==> config.mk <==
export PLATFORM = sky130hd
export DESIGN_NAME = mem_arbiter
export DESIGN_NICKNAME = d
export VERILOG_FILES = /design/src/rtl/mem_arbiter.sv
export SDC_FILE = /design/constraint.sdc
export NUM_CORES = 1
export LEC_CHECK = 0
export ABC_AREA = 0
export CAP_MARGIN = 0
export CORE_UTILIZATION = 26
export CTS_CLUSTER_DIAMETER = 50
export DETAILED_ROUTE_END_ITERATION = 7
export PLACE_DENSITY = 0.95
export SYNTH_ARGS = -nofsm -noshare
export SYNTH_HDL_FRONTEND = slang
export SYNTH_SLANG_ARGS = --single-unit
==> constraint.sdc <==
create_clock -name clk -period 2.5 [get_ports clk]
set_input_delay 0.5 -clock clk [delete_from_list [all_inputs] [get_ports clk]]
set_output_delay 0.5 -clock clk [all_outputs]
set_load 0.01 [all_outputs]
==> src/rtl/mem_arbiter.sv <==
// Three-way data RAM arbiter: CPU first, starvation-bounded; R1/R2 round-robin.
// Optional per-requester grant statistics under ARB_STATS_EN.
module mem_arbiter #(
  parameter int WIDTH      = 16,
  parameter int ADDR_BITS  = 16,
  parameter int STARVE_MAX = 8
) (
  input  logic                 clk,
  input  logic                 rst,
  input  logic [2:0]           req,
  input  logic [2:0]           we,
  input  logic [ADDR_BITS-1:0] adr0,
  input  logic [ADDR_BITS-1:0] adr1,
  input  logic [ADDR_BITS-1:0] adr2,
  input  logic [WIDTH-1:0]     wdata0,
  input  logic [WIDTH-1:0]     wdata1,
  input  logic [WIDTH-1:0]     wdata2,
  output logic [2:0]           gnt,
  output logic [2:0]           rvalid,
  output logic [WIDTH-1:0]     rdata,
  output logic                 mem_en,
  output logic                 mem_write,
  output logic                 mem_read,
  output logic [ADDR_BITS-1:0] mem_adr,
  output logic [WIDTH-1:0]     mem_wdata,
  input  logic [WIDTH-1:0]     mem_rdata
`ifdef ARB_STATS_EN
  ,
  output logic [15:0]          gcnt0,
  output logic [15:0]          gcnt1,
  output logic [15:0]          gcnt2,
  output logic [15:0]          starve_events
`endif
);

  localparam logic [7:0] STARVE_LIM = 8'(STARVE_MAX);

  logic       rr_q, rr_d;
  logic [7:0] starve_cnt_q, starve_cnt_d;
  logic       force_q, force_d;
  logic [2:0] rvalid_q, rvalid_d;
  logic [2:0] win;
  logic       lo_req;

  // force only masks R0 when a low-priority requester can use the slot
  always_comb begin
    win    = 3'b000;
    lo_req = req[1] | req[2];
    if (req[0] && !(force_q && lo_req)) begin
      win = 3'b001;
    end else if (!rr_q) begin
      if (req[1])      win = 3'b010;
      else if (req[2]) win = 3'b100;
    end else begin
      if (req[2])      win = 3'b100;
      else if (req[1]) win = 3'b010;
    end
  end

  always_comb begin
    mem_en    = 1'b0;
    mem_write = 1'b0;
    mem_read  = 1'b0;
    mem_adr   = '0;
    mem_wdata = '0;
    unique case (1'b1)
      win[0]: begin
        mem_adr   = adr0;
        mem_wdata = wdata0;
      end
      win[1]: begin
        mem_adr   = adr1;
        mem_wdata = wdata1;
      end
      win[2]: begin
        mem_adr   = adr2;
        mem_wdata = wdata2;
      end
      default: ;
    endcase
    if (win != 3'b000) begin
      mem_en    = 1'b1;
      mem_write = |(win & we);
      mem_read  = ~|(win & we);
    end
  end

  always_comb begin
    rr_d         = rr_q;
    starve_cnt_d = starve_cnt_q;
    rvalid_d     = win & ~we;
    if (win[1])      rr_d = 1'b1;
    else if (win[2]) rr_d = 1'b0;
    if (win[1] || win[2] || !lo_req) starve_cnt_d = 8'd0;
    else if (win[0])                 starve_cnt_d = starve_cnt_q + 8'd1;
    force_d = (starve_cnt_d == STARVE_LIM);
  end

  always_ff @(posedge clk) begin
    if (rst) begin
      rr_q         <= 1'b0;
      starve_cnt_q <= 8'd0;
      force_q      <= 1'b0;
      rvalid_q     <= 3'b000;
    end else begin
      rr_q         <= rr_d;
      starve_cnt_q <= starve_cnt_d;
      force_q      <= force_d;
      rvalid_q     <= rvalid_d;
    end
  end

  assign gnt    = win;
  assign rvalid = rvalid_q;
  assign rdata  = mem_rdata;

`ifdef ARB_STATS_EN
  logic [15:0] gcnt0_q, gcnt0_d;
  logic [15:0] gcnt1_q, gcnt1_d;
  logic [15:0] gcnt2_q, gcnt2_d;
  logic [15:0] sev_q, sev_d;

  function automatic logic [15:0] sat_inc(input logic [15:0] v,
                                           input logic en);
    return (en && v != 16'hFFFF) ? v + 16'd1 : v;
  endfunction

  always_comb begin
    gcnt0_d = sat_inc(gcnt0_q, win[0]);
    gcnt1_d = sat_inc(gcnt1_q, win[1]);
    gcnt2_d = sat_inc(gcnt2_q, win[2]);
    sev_d   = sat_inc(sev_q, force_q);
  end

  always_ff @(posedge clk) begin
    if (rst) begin
      gcnt0_q <= 16'd0;
      gcnt1_q <= 16'd0;
      gcnt2_q <= 16'd0;
      sev_q   <= 16'd0;
    end else begin
      gcnt0_q <= gcnt0_d;
      gcnt1_q <= gcnt1_d;
      gcnt2_q <= gcnt2_d;
      sev_q   <= sev_d;
    end
  end

  assign gcnt0         = gcnt0_q;
  assign gcnt1         = gcnt1_q;
  assign gcnt2         = gcnt2_q;
  assign starve_events = sev_q;
`endif

endmodule

==> impl_results.md <==
* Status: finished with violations
* Failing checks: DRC
* Final min period at roughly 2.4 ns
* Max_cap viols at 0
* Synthesized cell area at between 1000 and 1500 sq um
* Cell leakage power at 0.00118 uW
* Maximum root-to-sink buffer count at 2
* Core Area at approximately 4400 sq um
* Die H at approximately 70 microns
* Fin util at approximately 60%
* Gr usage total at roughly a fifth
* Min-delay worst type: reg2reg
* CTS tree: built
* Via density at about 5.3
* Ports at 177
* Layout Area Growth over Synthesis at 118%
* GR Overflow Total at 0
* Vias at around 1800
* Ys Warns at 0
* Final period util at a little over nine tenths
* RSZ-0062 raised after global routing: false
* Die width at 70.3 microns
* Xor/xnor cell area share of the yosys netlist at 3.62%
* Mapped Avg Cell Area at about 7.9 sq um
* Setup WS post-layout at 0.0745 ns
* Setup Skew at 0.00359 ns
* Number of synthesized flops with an enable pin at 0
* N_diodes at 0
* Die ar. at 4940 sq um
* Max-slew violations at 0
* Critical path type: in2out
* DRC Markers at 7
* Post-synthesis sequential area ratio at between 20% and 30%
* Largest net degree at the start of global routing at 20
* Worst skew pair latency at between 0.2 and 0.3 ns
* Synth area leaders: a222oi_1, dfxtp_1, buf_4
* Fraction of registers with async set or reset after synthesis at 0%
* Synth Area in Simple Gates at between 10 and 15%
* First-pass iteration count of the detailed router at 8
* Hold-fix buffers, CTS at 0
* First-pass GRT wire length at around 8300 microns
* Post-Syn Instances at ~150
* Worst-path fanout max at 16
* Data arrival, critical path at roughly 1.9 ns
* Final RePlAce weighted congestion at 0.800
* Compound-Gate Fraction of Synth Area at between 30 and 40%
* Top-area cell type share of the netlist area at 27.3%
* Yosys top cell by area: a222oi_1
* Critical Path Sink Type: primary output
* CTS buffer count at 3
* Port Buffers at roughly 140
* Netlist cell types at 29
* Area share of fa/ha/maj cells after synthesis at 1.03%
* Synth top cells by count: inv_1, a222oi_1, buf_4
* Top-count cell post-synth: inv_1
* Net count after synthesis at roughly 270
* Main synth FF type: dfxtp_1
* Initial antenna violation count at 0
* CTS H-Tree Depth at 1
* Layout cell share with drive strength beyond 1 at 7.77%
* Mux share of post-synthesis cell area at 0%
* CTS clk-pin slew, worst paths at 0.05 ns
* Yosys reg bits at 13
* Post-Route WL at around 5500 microns
* Root buf cell: clkbuf_8
* Initial core utilization at a little over a quarter
* Detailed Place HPWL at about 4500 microns
* Routed WL per cell at 16.5 microns
* Place WS at -0.453 ns
* Required @ worst endpoint at 2.00 ns
* Number of fill cells at 402
* Clock sinks at 13
* DR iter-0 viols at 131
* Slew Limit Headroom at approximately 75%
* Worst Max-Slew Pin Slew at about 0.37 ns
* CP Launch Type: primary input
* Fmax at between 400 and 500 MHz
* Largest family of logic cells by synthesized area: compound AO/OA/AOI/OAI gates
* Vias in the first global route at roughly 1700
* Final nets at 405
* Power per Cell Area at 308 nW/um^2
* Remaining antenna violation count at 0
* Max rail drop VDD at roughly 0.45 mV
* Row Count at 24
* Final setup viols at 0
* Final Hold Viols at 0
==> worst max-delay path, stage by stage <==
cell and delay (ns):
dlygate4sd2_1 0.26, buf_4 0.14, and3_4 0.16, buf_12 0.15
a222oi_1 0.35, inv_1 0.07, dlygate4sd2_1 0.29
==> metrics by stage <==
| stage | power [uW] | TNS (ns) | cell area, sq um | instances | hold slack, ns |
|---|---|---|---|---|---|
| 6_report | 813 | 0 | 2640 | 335 | 0.464 |
| 5_1_grt | 851 | 0 | 2640 | 335 | 0.490 |
| 4_1_cts | 816 | 0 | 2620 | 335 | 0.470 |
| 3_5_place_dp | 663 | -12.94 | 2610 | 331 | 0.457 |
| 3_3_place_gp | 657 | -11.25 | 2610 | 331 | 0.444 |
| 2_1_floorplan | 381 | 0 | 1210 | 153 | 0.430 |
==> sequential cells by signal, indices dropped and copies added (netlist names) <==
register      cells
rvalid            3
rr_q              1
force_q           1
starve_cnt_q      8
==> cell families after synthesis <==
group	Yosys count
xor gates and xnor gates	5
and+or+nand+nor	31
buffers and inverters	64
adders and majority gates	1
DFF	13
AOI/OAI and AO/OA	39
==> area by class of cell <==
type	instances	area (sq um)	area share (%)
Inverter	35	133	5.03
Tap cell	52	65.1	2.47
Clock inverter	1	5.00	0.190
Multi-Input combinational cell	76	613	23.2
Sequential cell	13	260	9.87
Clock buffer	3	41.3	1.57
Timing Repair Buffer	155	1520	57.6
==> timing repair <==
action	in CTS	in global routing
pin swaps	7	10
setup buffers	0	0
gates resized for setup	41	11
endpoints found under the setup margin	37	20
hold endpoints to repair	0	0
==> metal layers <==
layer  vias up  part of all wire, %  global-route usage [%]
li1        817                    -                       -
met1       829                   38                    23.7
met2       105                   51                    38.8
met3         8                   10                    7.79
met4         0                 0.92                    2.22
met5         -                    0                       0
==> where the power goes <==
part | internal, uW | switching (uW)
registers | 211 | 2.40
clock network | 110 | 79.2
logic | 260 | 150
total | 581 | 232
==> worst paths after layout <==
| kind | slack (ns) | cells after the start | startpoint | endpoint |
|---|---|---|---|---|
| hold / removal | 0.46 | 1 | starve_cnt_q[0] | starve_cnt_q[0] |
| hold reg to reg | 0.46 | 1 | starve_cnt_q[0] | starve_cnt_q[0] |
| setup / recovery | 0.07 | 7 | req[1] | mem_adr[5] |
| setup reg to reg | 1.01 | 5 | force_q | force_q |
==> cell usage in the layout (no fill, tap or decap), types with 2 or more instances in the layout <==
| cell | instances |
|---|---|
| a21oi_1 | 2 |
| a222oi_1 | 33 |
| and2_1 | 2 |
| buf_12 | 2 |
| buf_4 | 6 |
| buf_6 | 3 |
| clkbuf_8 | 3 |
| clkdlybuf4s15_1 | 8 |
| clkdlybuf4s50_1 | 107 |
| clkinv_2 | 2 |
| dfxtp_1 | 13 |
| dlygate4sd2_1 | 28 |
| inv_1 | 34 |
| nand2_1 | 3 |
| nand3_1 | 3 |
| nor2_1 | 7 |
| nor3_1 | 3 |
| nor3b_1 | 3 |
| or3_1 | 3 |
| xnor2_1 | 2 |
| xor2_1 | 3 |
No activity file was read; power rests on OpenSTA's default activity.
